File: config.mk
export PLATFORM = sky130hd
export DESIGN_NAME = control_riego
export DESIGN_NICKNAME = d
export VERILOG_FILES = /design/src/rtl/control_riego.sv
export SDC_FILE = /design/constraint.sdc
export NUM_CORES = 1
export LEC_CHECK = 0
export ABC_CLOCK_PERIOD_IN_PS = 15000
export CORE_ASPECT_RATIO = 0.8
export CORE_MARGIN = 5
export CORE_UTILIZATION = 45
export DETAILED_ROUTE_END_ITERATION = 7
export PLACE_DENSITY = 0.65
export SYNTH_ARGS = -nofsm -noshare
export SYNTH_HDL_FRONTEND = slang
export SYNTH_SLANG_ARGS = --single-unit
File: constraint.sdc
create_clock -name clk_i -period 15 [get_ports clk_i]
set_clock_uncertainty 0.05 [all_clocks]
set_input_delay 4.5 -clock clk_i [delete_from_list [all_inputs] [get_ports clk_i]]
set_output_delay 4.5 -clock clk_i [all_outputs]
set_load 0.02 [all_outputs]
File: src/rtl/control_riego.sv
// control_riego -- irrigation sequencer between the sensor frame decoder and
// the water-pump driver.
//
// Latches each decoded humidity sample, compares it against a per-plant-type
// start threshold with a hysteresis band for stopping, drives the pump with a
// bounded on-time followed by a mandatory soak pause, and latches a fault
// after repeated on-time expiries (dry sensor or no water).
//
// Optional feature macro: RIEGO_HORARIO_EN
//   defined   : EVAL refuses to start the pump while the latched hour
//               (BCD hora_i[15:8]) lies in the night window [22h,06h).
//   undefined : hora_i is ignored.
//
// Ports
//   clk_i          system clock
//   rst_n_i        synchronous reset, active low
//   listo_i        1-cycle pulse: humedad_i/tipo_planta_i/hora_i valid
//   humedad_i      humidity sample, larger = wetter
//   tipo_planta_i  plant type selector
//   hora_i         BCD HHMM time of day
//   mod_bomba_i    pump module physically connected
//   activar_b_o    pump enable
//   regar_o        alarm/melody request
//   falla_o        latched fault
//   estado_o       FSM state code
//   ciclos_o       completed pump cycles, saturating at 255
//
// state  | code | meaning
// IDLE   | 0    | waiting for a sample
// EVAL   | 1    | one-cycle decision on the latched sample
// RIEGO  | 2    | pump on, bounded by T_ON_MAX ticks
// REPOSO | 3    | soak pause of T_REPOSO ticks, pump off
// FALLA  | 4    | fault latched, left only by reset

module control_riego #(
  parameter int unsigned TICK_CYC    = 50_000,
  parameter int unsigned T_ON_MAX    = 5000,
  parameter int unsigned T_REPOSO    = 20000,
  parameter logic [11:0] UMBRAL_BASE = 12'd800,
  parameter logic [11:0] UMBRAL_PASO = 12'd150,
  parameter logic [11:0] HIST        = 12'd200,
  parameter int unsigned FALLA_MAX   = 3
) (
  input  logic        clk_i,
  input  logic        rst_n_i,
  input  logic        listo_i,
  input  logic [11:0] humedad_i,
  input  logic [3:0]  tipo_planta_i,
  input  logic [15:0] hora_i,
  input  logic        mod_bomba_i,
  output logic        activar_b_o,
  output logic        regar_o,
  output logic        falla_o,
  output logic [2:0]  estado_o,
  output logic [7:0]  ciclos_o
);

  localparam int unsigned PW   = (TICK_CYC > 1) ? $clog2(TICK_CYC) : 1;
  localparam int unsigned TMAX = (T_ON_MAX > T_REPOSO) ? T_ON_MAX : T_REPOSO;
  localparam int unsigned TW   = $clog2(TMAX + 1);
  localparam int unsigned CW   = (FALLA_MAX > 0) ? $clog2(FALLA_MAX + 1) : 1;

  typedef enum logic [2:0] {
    IDLE   = 3'd0,
    EVAL   = 3'd1,
    RIEGO  = 3'd2,
    REPOSO = 3'd3,
    FALLA  = 3'd4
  } estado_t;

  // Free-running tick prescaler (down-counter, tick on terminal count).
  logic [PW-1:0] presc_q;
  logic          tick;

  assign tick = (presc_q == '0);

  always_ff @(posedge clk_i) begin
    if (!rst_n_i) begin
      presc_q <= '0;
    end else if (tick) begin
      presc_q <= PW'(TICK_CYC - 1);
    end else begin
      presc_q <= presc_q - PW'(1);
    end
  end

  // Sample latch and thresholds.
  logic [11:0] hum_q;
  logic [3:0]  tipo_q;
  logic        valid_q;
  logic [16:0] on_sum;
  logic [12:0] off_sum;
  logic [11:0] u_on_d;
  logic [11:0] u_off_d;
  logic [11:0] u_off_q;

  assign on_sum  = 17'(UMBRAL_BASE) + 17'(tipo_q) * 17'(UMBRAL_PASO);
  assign u_on_d  = (on_sum > 17'h00FFF) ? 12'hFFF : on_sum[11:0];
  assign off_sum = 13'(u_on_d) + 13'(HIST);
  assign u_off_d = off_sum[12] ? 12'hFFF : off_sum[11:0];

  // u_off lags the latched plant type by one cycle, so a type change carried
  // by a listo inside RIEGO only affects the stop compare from the next listo.
  always_ff @(posedge clk_i) begin
    if (!rst_n_i) begin
      hum_q   <= '0;
      tipo_q  <= '0;
      valid_q <= 1'b0;
      u_off_q <= '0;
    end else begin
      if (listo_i) begin
        hum_q   <= humedad_i;
        tipo_q  <= tipo_planta_i;
        valid_q <= 1'b1;
      end
      u_off_q <= u_off_d;
    end
  end

  // Time-of-day gate.
  logic en_ventana;

`ifdef RIEGO_HORARIO_EN
  logic [7:0] hora_h_q;
  logic       unused_hora_min;

  assign unused_hora_min = ^hora_i[7:0];

  always_ff @(posedge clk_i) begin
    if (!rst_n_i) begin
      hora_h_q <= '0;
    end else if (listo_i) begin
      hora_h_q <= hora_i[15:8];
    end
  end

  // BCD hours compare correctly as plain unsigned bytes.
  assign en_ventana = (hora_h_q >= 8'h22) || (hora_h_q < 8'h06);
`else
  logic unused_hora;

  assign unused_hora = ^hora_i;
  assign en_ventana  = 1'b0;
`endif

  // Sequencer with registered outputs.
  estado_t       estado_q;
  logic [TW-1:0] tmr_q;
  logic [CW-1:0] fallos_q;
  logic [7:0]    ciclos_q;
  logic          activar_q;
  logic          regar_q;
  logic          falla_q;

  always_ff @(posedge clk_i) begin
    if (!rst_n_i) begin
      estado_q  <= IDLE;
      tmr_q     <= '0;
      fallos_q  <= '0;
      ciclos_q  <= '0;
      activar_q <= 1'b0;
      regar_q   <= 1'b0;
      falla_q   <= 1'b0;
    end else begin
      case (estado_q)
        IDLE: begin
          if (listo_i) estado_q <= EVAL;
        end

        // EVAL runs the cycle right after the latch, before u_on could be
        // registered, so it uses the combinational threshold.
        EVAL: begin
          if (!mod_bomba_i || !valid_q || en_ventana) begin
            estado_q <= IDLE;
          end else if (hum_q < u_on_d) begin
            estado_q  <= RIEGO;
            tmr_q     <= '0;
            activar_q <= 1'b1;
            regar_q   <= 1'b1;
          end else begin
            estado_q <= IDLE;
          end
        end

        // Priority: pump removal, then wet sample, then on-time expiry.
        RIEGO: begin
          if (!mod_bomba_i) begin
            estado_q  <= IDLE;
            activar_q <= 1'b0;
            regar_q   <= 1'b0;
          end else if (listo_i && (humedad_i >= u_off_q)) begin
            estado_q  <= REPOSO;
            tmr_q     <= '0;
            fallos_q  <= '0;
            activar_q <= 1'b0;
            regar_q   <= 1'b0;
            if (ciclos_q != 8'hFF) ciclos_q <= ciclos_q + 8'd1;
          end else if (tick && (tmr_q == TW'(T_ON_MAX - 1))) begin
            estado_q  <= REPOSO;
            tmr_q     <= '0;
            activar_q <= 1'b0;
            regar_q   <= 1'b0;
            if (fallos_q != CW'(FALLA_MAX)) fallos_q <= fallos_q + CW'(1);
            if (ciclos_q != 8'hFF) ciclos_q <= ciclos_q + 8'd1;
          end else if (tick && (tmr_q != TW'(T_ON_MAX))) begin
            tmr_q <= tmr_q + TW'(1);
          end
        end

        REPOSO: begin
          if (tick) begin
            if (tmr_q == TW'(T_REPOSO - 1)) begin
              if (fallos_q == CW'(FALLA_MAX)) begin
                estado_q <= FALLA;
                falla_q  <= 1'b1;
                regar_q  <= 1'b1;
              end else begin
                estado_q <= IDLE;
              end
            end else if (tmr_q != TW'(T_REPOSO)) begin
              tmr_q <= tmr_q + TW'(1);
            end
          end
        end

        FALLA: begin
          activar_q <= 1'b0;
          regar_q   <= 1'b1;
          falla_q   <= 1'b1;
        end

        default: begin
          estado_q <= IDLE;
        end
      endcase
    end
  end

  assign activar_b_o = activar_q;
  assign regar_o     = regar_q;
  assign falla_o     = falla_q;
  assign estado_o    = estado_q;
  assign ciclos_o    = ciclos_q;

endmodule

; ---- Word-level counts from Yosys, hierarchy flattened
; Index checks and enable logic that the tools add are counted.
[classes]
addsub = 6
multipliers = 1
order_cmp = 3
n_eq_ne = 22
mux = 40
bitwise_logic = 2
reduce_logical = 22
[ops]
columns = cell, count
row1 = $mux 15, 9
row2 = $pmux 15 s3, 1
row3 = $mux 12, 2
row4 = $mux 8, 3
row5 = $mux 3, 7
row6 = $ne 2x2->1 const B, 10
row7 = $logic_not 16->1, 1
row8 = $mux 16, 1
row9 = $sub 16x1->16 const B, 1
row10 = $add 15x1->15 const B, 1
row11 = $eq 15x13->1 const B, 1
row12 = $eq 15x15->1 const B, 1
row13 = $ne 15x13->1 const B, 1
row14 = $ne 15x15->1 const B, 1
row15 = $pmux 3 s5, 1
row16 = $add 10x12->13 const A, 1
row17 = $add 12x8->13 const B, 1
row18 = $gt 13x12->1 const B, 1
row19 = $ge 12x12->1, 1
row20 = $lt 12x12->1, 1
row21 = $reduce_and 4->1, 3
row22 = $mul 4x7->11 const B, 1
row23 = $mux 2, 5
row24 = $add 8x1->8 const B, 1
row25 = 24 further kinds, 40
[word_totals]
regBits = 76
inputBits = 36
out_inout_bits = 14
wordCells = 109

; ---- Longest topological paths before layout
; Gate-level depths: netlist (run 1).
[depth]
ltp_word = 8
ltp_mapped = 21
depth_no_buf = 20

; ---- Worst setup path before layout (run 1)
; Ideal clock, no wire load.
[synth_path]
kind = input to register
startpoint = input humedad_i[0]
endpoint = register tmr_q[1]
arrival_ps = 6682
required_time_ps = 14818
setup_slack_ps = 8136
path_stages = 11
path_buffers = 0
path_cell_list = inv_1 ha_1 nand2b_1 a21o_1 a21o_1 a211oi_1 o31a_1 nor2_1 o31ai_1 nor2_1 mux2i_1
[synth_via]
elab_chain_cells = 5
[synth_rtl]
columns = element, line
row1 = from (decl), 47  ; input logic [11:0] humedad_i,
row2 = $ge 12x12->1 *, 191  ; end else if (listo_i && (humedad_i >= u_off_q)) begin
row3 = $logic_and 1x1->1 *, 191
row4 = $mux 15, 191
row5 = $mux 15, 187  ; if (!mod_bomba_i) begin
row6 = $pmux 15 s3, 165  ; case (estado_q)
row7 = to (signal assigned), 206  ; tmr_q <= tmr_q + TW'(1);
row8 = to (signal assigned), 221  ; tmr_q <= tmr_q + TW'(1);
row9 = to (decl), 148  ; logic [TW-1:0] tmr_q;
; Mark *: on every way between the ends. The rest lies on a longest branch, timed or not. The select of a mux whose other input is x is not followed.
; A chain may end at the register's enable or synchronous reset.

; ---- Worst setup path in the final report (run 1)
[layout_path]
startpoint = input humedad_i[0]
endpoint = register tmr_q[14]
; The elaborated chain is that of the path after synthesis.

==> results of run 1 <==
[per-stage QoR]
| step | util, % | hold slack, ns | power (uW) |
|---|---|---|---|
| floorplan | - | 0.381 | 383 |
| finish | 52.1 | 0.417 | 618 |
| global placement | 49.6 | 0.398 | 413 |
| global route | 52.1 | 0.439 | 659 |
| CTS | 52.1 | 0.417 | 625 |
| detailed placement | 49.6 | 0.403 | 419 |
[worst reg2reg max path: stages (launching register included)]
cell	delay, ns
dfxtp_1	0.55
ha_1	0.32
fa_1	0.40
ha_1	0.35
a31oi_1	0.15
nor4b_1	0.56
nor2_1	0.16
xnor2_1	0.45
nand2_1	0.13
o32ai_1	0.70
ha_1	0.23
nand4_1	0.13
nor2_1	0.19
nand2_1	0.08
a21oi_1	0.24
a41oi_1	0.19
a41oi_1	0.80
nor2_1	0.39
o211ai_1	0.27
[cells by family after synthesis]
| family | synth area share (%) |
|---|---|
| AND/OR/NAND/NOR | 23.6 |
| XOR/XNOR | 5.12 |
| adder cells (fa/ha/maj) | 11.0 |
| multiplexers | 4.04 |
| AO/OA/AOI/OAI | 21.1 |
| flip-flops | 30.7 |
| buffers and inverters | 4.44 |
[worst min path at each step]
| stage | from | end | slack [ns] | cells after the start |
|---|---|---|---|---|
| floorplan | presc_q[0]$_SDFF_PN0_ | presc_q[0]$_SDFF_PN0_ | 0.38 | 1 |
| global placement | valid_q$_SDFFE_PN0P_ | valid_q$_SDFFE_PN0P_ | 0.40 | 1 |
| detailed placement | valid_q$_SDFFE_PN0P_ | valid_q$_SDFFE_PN0P_ | 0.40 | 1 |
| CTS | valid_q$_SDFFE_PN0P_ | valid_q$_SDFFE_PN0P_ | 0.42 | 1 |
| global route | valid_q$_SDFFE_PN0P_ | valid_q$_SDFFE_PN0P_ | 0.44 | 1 |
| finish | valid_q$_SDFFE_PN0P_ | valid_q$_SDFFE_PN0P_ | 0.42 | 1 |
[power groups by stage]
stage                     Combinational [uW]  Clock [uW]  Sequential [uW]
final                                    168         202              248
after global routing                     191         216              252
after CTS                                169         208              248
after detailed placement                 167           0              252
after global placement                   162           0              251
after floorplan                          136           0              248
[sequential cells by signal, indices dropped and copies added, names as in the netlist]
signal,count
tipo_q,4
valid_q,1
hum_q,12
presc_q,16
regar_o,1
tmr_q,15
ciclos_o,8
falla_o,1
activar_b_o,1
estado_o,3
fallos_q,2
u_off_q,12
[layout make-up]
class | count | area [um^2] | share of cell area (%)
Tap cell | 144 | 180 | 3.19
Clock buffer | 10 | 239 | 4.23
Clock inverter | 5 | 36.3 | 0.642
Multi-Input combinational cell | 461 | 3220 | 56.9
Inverter | 30 | 113 | 1.99
Sequential cell | 76 | 1520 | 26.9
Timing Repair Buffer | 36 | 348 | 6.15
[synthesized netlist by cell type (all sizes together), types with 2 or more instances]
library cell and count:
clkbuf 18, mux2i 20, o21ai 29, nor4 4, a32oi 3, a21o 6, and3 9, xor2 14
a41oi 3, o31a 8, or3 5, o211ai 5, nand4 11, nor4b 2, nor3b 2, or4 2
a31oi 8, nand2 55, a22oi 2, nand3b 4, nor2b 25, a2111oi 4, xnor2 15, nand2b 6
or2 2, inv 30, o41ai 2, a21boi 10, o21a 9, nand3 23, nor2 47, a211oi 14
o32ai 2, and2 14, nor3 10, nand4b 2, o311ai 2, ha 42, buf 6, dfxtp 76
o31ai 5, a21oi 19
[routing by layer]
layer  GRT usage (%)  up-vias  part of all wire, %
li1                -     2186                    -
met1            23.9     1963                   50
met2            26.3       94                   44
met3            4.36       11                  5.3
met4            5.67        0                  1.5
met5               0        -                    0
==> results_dict.tcl, run 1 <==
set metrics [dict create \
    status "complete, no violations" \
    ys_async_sr_fraction_pct 0 \
    cts_setup_buffers 0 \
    cp.arrival_ns 7.99 \
    cap_violations 0 \
    synth.avg_cell_area_um2 8.39 \
    timing.rr.start "tipo_q[2]$_SDFFE_PN0P_" \
    sw_frac_of_total_pct 31.7 \
    dp.cells 747 \
    crit_fanout 8 \
    rows 34 \
    p_sw_uw 196 \
    layout_commonest_cell "dfxtp_1" \
    post_dp_cell_area_mm2 0.00538 \
    ys_seq_elements 76 \
    routabilityCongestion 0.845 \
    ys.flop_type "dfxtp_1" \
    rrSetupSlack_ns 8.59 \
    slowest_delay_ns 0.90 \
    numCtsBuffers 9 \
    p_per_area_mw_per_mm2 109 \
    nets 693 \
    cts_resized 0 \
    power_frac_clock_pct 32.7 \
    nFillCells 1023 \
    grt_use_total_pct 17.3 \
    ys_types 64 \
    port_buffers 33 \
    drt-pass1-iter-count 5 \
    antenna_cells 0 \
    antenna_found_initial 0 \
    p_leak_uw 0.00221 \
    cp-start-kind "input pin" \
    combPwrFrac_pct 27.2 \
    clockRootBuffer "clkbuf_16" \
    finalHoldViolations 0 \
    synth_area_leaders "dfxtp_1 (31%), ha_1 (11%), nand2_1 (4.2%), mux2i_1 (4.0%), nor2_1 (3.6%)" \
    hpwl_um 8240 \
    grt.overflow.total 0 \
    peakVddDrop_uv 74.3 \
    seqPwrFrac_pct 40.1 \
    yosysSeqAreaShare_pct 30.7 \
    start_util_pct 45.7 \
    synth_edf_count 0 \
    grt_max_degree 76 \
    finalSetupTns_ns 0 \
    cp_num_buf_inv 2 \
    via_per_inst 5.58 \
    path_delay_family "compound AO/OA/AOI/OAI gates" \
    rr_worst_depth 18 \
    yosys_warnings 0 \
    dp_slack_ns 6.83 \
    min_period_ns 7.79 \
    slew_headroom_pct 17.7 \
    required_ns 15.20 \
    cts_num_sinks 76 \
    crit_slowest_cell "o31ai_1" \
    synth_top_area_share_pct 30.7 \
    drt_wl_total_um 11300 \
    die_y_um 104 \
    max_freq_mhz 128 \
    crit_chain "clkdlybuf4s50_1 > inv_1 > ha_1 > nand2b_1 > a21o_1 > a21o_1 > a211oi_1 > o31a_1 > nor2_1 > o31ai_1 > nor2_1 > o211ai_1" \
    drive_gt1_share_pct 4.85 \
    cts_hold_buffers 0 \
    worstMarginPinSlew_ns 1.22 \
    clkLatencyLatePin_ns 0.34 \
    hold_path.class "reg2reg" \
    syn_area_mm2 0.00496 \
    vias 4254 \
    crit_type "in2reg" \
    slew_violations 0 \
    r2r-end "tmr_q[14]$_SDFFE_PN0P_" \
    syn_inst 591 \
    cts.htree.levels 3 \
    setup_violations 0 \
    cts_max_path_buffers 2 \
    rsz0062_at_grt "false" \
    path_depth 12 \
    end_kind "register" \
    clk_pin_slew_ns 0.06 \
    design_area_mm2 0.00566 \
    grt_pass1_vias 4086 \
    core-area_mm2 0.0108 \
    syn_nets 670 \
    drc 0 \
    worst_slack_ns 7.21 \
    drt_iter0_markers 252 \
    die_area_mm2 0.0132 \
    crit_end "tmr_q[14]$_SDFFE_PN0P_" \
    intPower_uw 422 \
    grt_pass1_wl_um 19200 \
    cts_tree "yes" \
    startpoint "humedad_i[0]" \
    antenna_left 0 \
    min_period_over_period_pct 51.9 \
    syn_to_final_growth_pct 14.0 \
    die_w_um 127 \
    finalNonFillerCells 762 \
    synth_top_cell_by_area "dfxtp_1" \
    layout_common_cells "dfxtp_1 (76), nand2_1 (55), nor2_1 (47)" \
    ios 50 \
    wl_per_cell_um 14.8 \
]
Note: power is estimated with default switching activity, not from simulation.
==> run 2, diff against run 1 <==
ABC_CLOCK_PERIOD_IN_PS = 6490   (was 15000)
PLACE_DENSITY = 0.68   (was 0.65)
clock period = 6.49 ns   (was 15 ns; I/O delays follow)
==> results_dict.tcl, run 2 (synthesis results as in run 1) <==
set metrics [dict create \
    clockRootBuffer "clkbuf_16" \
    nFillCells 1028 \
    hold_path.class "reg2reg" \
    end_kind "register" \
    p_leak_uw 0.00224 \
    cp.arrival_ns 5.82 \
    intPower_uw 1010 \
    drc 0 \
    cap_violations 0 \
    antenna_left 0 \
    antenna_found_initial 0 \
    rsz0062_at_grt "false" \
    setup_violations 0 \
    antenna_cells 0 \
    largest_register_ffs 16 \
    dp_slack_ns 0.840 \
    power_frac_clock_pct 34.5 \
    combPwrFrac_pct 26.6 \
    seqPwrFrac_pct 38.9 \
    die_w_um 127 \
    hpwl_um 8450 \
    cts_hold_buffers 0 \
    min_period_ns 5.68 \
    ios 50 \
    rrSetupSlack_ns 0.81 \
    grt_pass1_vias 4114 \
    layout_common_cells "dfxtp_1 (76), nand2_1 (55), nor2_1 (47)" \
    vias 4340 \
    drive_gt1_share_pct 5.31 \
    crit_type "reg2reg" \
    max_freq_mhz 176 \
    slew_headroom_pct 12.5 \
    numCtsBuffers 9 \
    required_ns 6.63 \
    finalHoldViolations 0 \
    clk_pin_slew_ns 0.06 \
    cts_num_sinks 76 \
    p_sw_uw 461 \
    syn_to_final_growth_pct 15.0 \
    core-area_mm2 0.0108 \
    rows 34 \
    worst_slack_ns 0.810 \
    cts_setup_buffers 0 \
    status "complete, no violations" \
    sw_frac_of_total_pct 31.3 \
    largestRegisters "presc_q x16, tmr_q x15" \
    drt-pass1-iter-count 5 \
    grt.overflow.total 0 \
    top_register "presc_q" \
    layout_commonest_cell "dfxtp_1" \
    grt_use_total_pct 17.8 \
    slew_violations 0 \
    routabilityCongestion 0.841 \
    wl_per_cell_um 14.8 \
    start_util_pct 45.7 \
    cp-start-kind "register" \
    drt_wl_total_um 11300 \
    min_period_over_period_pct 87.5 \
    worstMarginPinSlew_ns 1.30 \
    die_y_um 104 \
    cts_max_path_buffers 2 \
    finalSetupTns_ns 0 \
    p_per_area_mw_per_mm2 258 \
    cts.htree.levels 3 \
    die_area_mm2 0.0132 \
    port_buffers 33 \
    peakVddDrop_uv 249 \
    clkLatencyLatePin_ns 0.33 \
    grt_max_degree 41 \
    crit_fanout 12 \
    drt_iter0_markers 317 \
    cts_tree "yes" \
    via_per_inst 5.67 \
    nets 696 \
    cts_resized 0 \
    grt_pass1_wl_um 19700 \
]
## run 2: metal layers
layer,GRT usage [%],share of wire [%],vias to the layer above
met2,26.9,45,101
met3,4.83,4.4,9
li1,-,-,2206
met5,0,0,-
met1,25.6,50,2024
met4,3.45,0.88,0
## run 2: path summary, 6_finish.rpt
path,start,to,depth (start not counted)
worst min register to register,valid_q$_SDFFE_PN0P_,valid_q$_SDFFE_PN0P_,1
worst min-delay path,valid_q$_SDFFE_PN0P_,valid_q$_SDFFE_PN0P_,1
worst max register to register,tipo_q[2]$_SDFFE_PN0P_,tmr_q[0]$_SDFFE_PN0P_,20
worst max-delay path,tipo_q[2]$_SDFFE_PN0P_,tmr_q[0]$_SDFFE_PN0P_,20
## run 2: power by group through the flow
stage / clock network, uW / logic, uW / registers [uW]
CTS: 520 / 394 / 573
global route: 542 / 446 / 583
finish: 507 / 392 / 573
floorplan: 0 / 314 / 572
global placement: 0 / 376 / 580
detailed placement: 0 / 389 / 584
## run 2: cell type report
type	count	area, um^2	area share (%)
multi-input cells	461	3220	56.4
flip-flops and latches	76	1520	26.7
repair buffers	39	370	6.49
clock buffers	10	229	4.01
well taps	144	180	3.16
inverters	30	113	1.97
clock inverters	6	72.6	1.27
## run 2: stage by stage
step	instances	hold slack, ns	utilization (%)	instance area, um^2	total power, uW
floorplan	591	0.381	-	4960	886
global placement	750	0.397	49.8	5400	956
detailed placement	750	0.403	49.8	5400	973
CTS	766	0.416	52.6	5700	1490
global route	766	0.431	52.6	5700	1570
finish	766	0.413	52.6	5700	1470
## run 2: worst max-delay path: stages, from the launching register on
cell and delay, ns:
dfxtp_1 0.55, ha_1 0.32, fa_1 0.52, ha_1 0.27
nor2b_1 0.15, nor2_1 0.36, inv_1 0.13, a2bb2oi_1 0.18
o22a_1 0.27, o211ai_1 0.17, and2_1 0.39, nor2_1 0.15
ha_1 0.24, o21a_1 0.16, o21ai_0 0.19, a21oi_1 0.14
a41oi_1 0.28, a41oi_1 0.15, buf_4 0.19, nor2_1 0.47
o21ai_0 0.19
==> run 3, diff against run 2 <==
CTS_CLUSTER_DIAMETER = 150   (was unset)
TNS_END_PERCENT = 1   (was unset)
==> results of run 3 <==
Same layout as run 2: the final DEF is identical, and so are final timing and power.
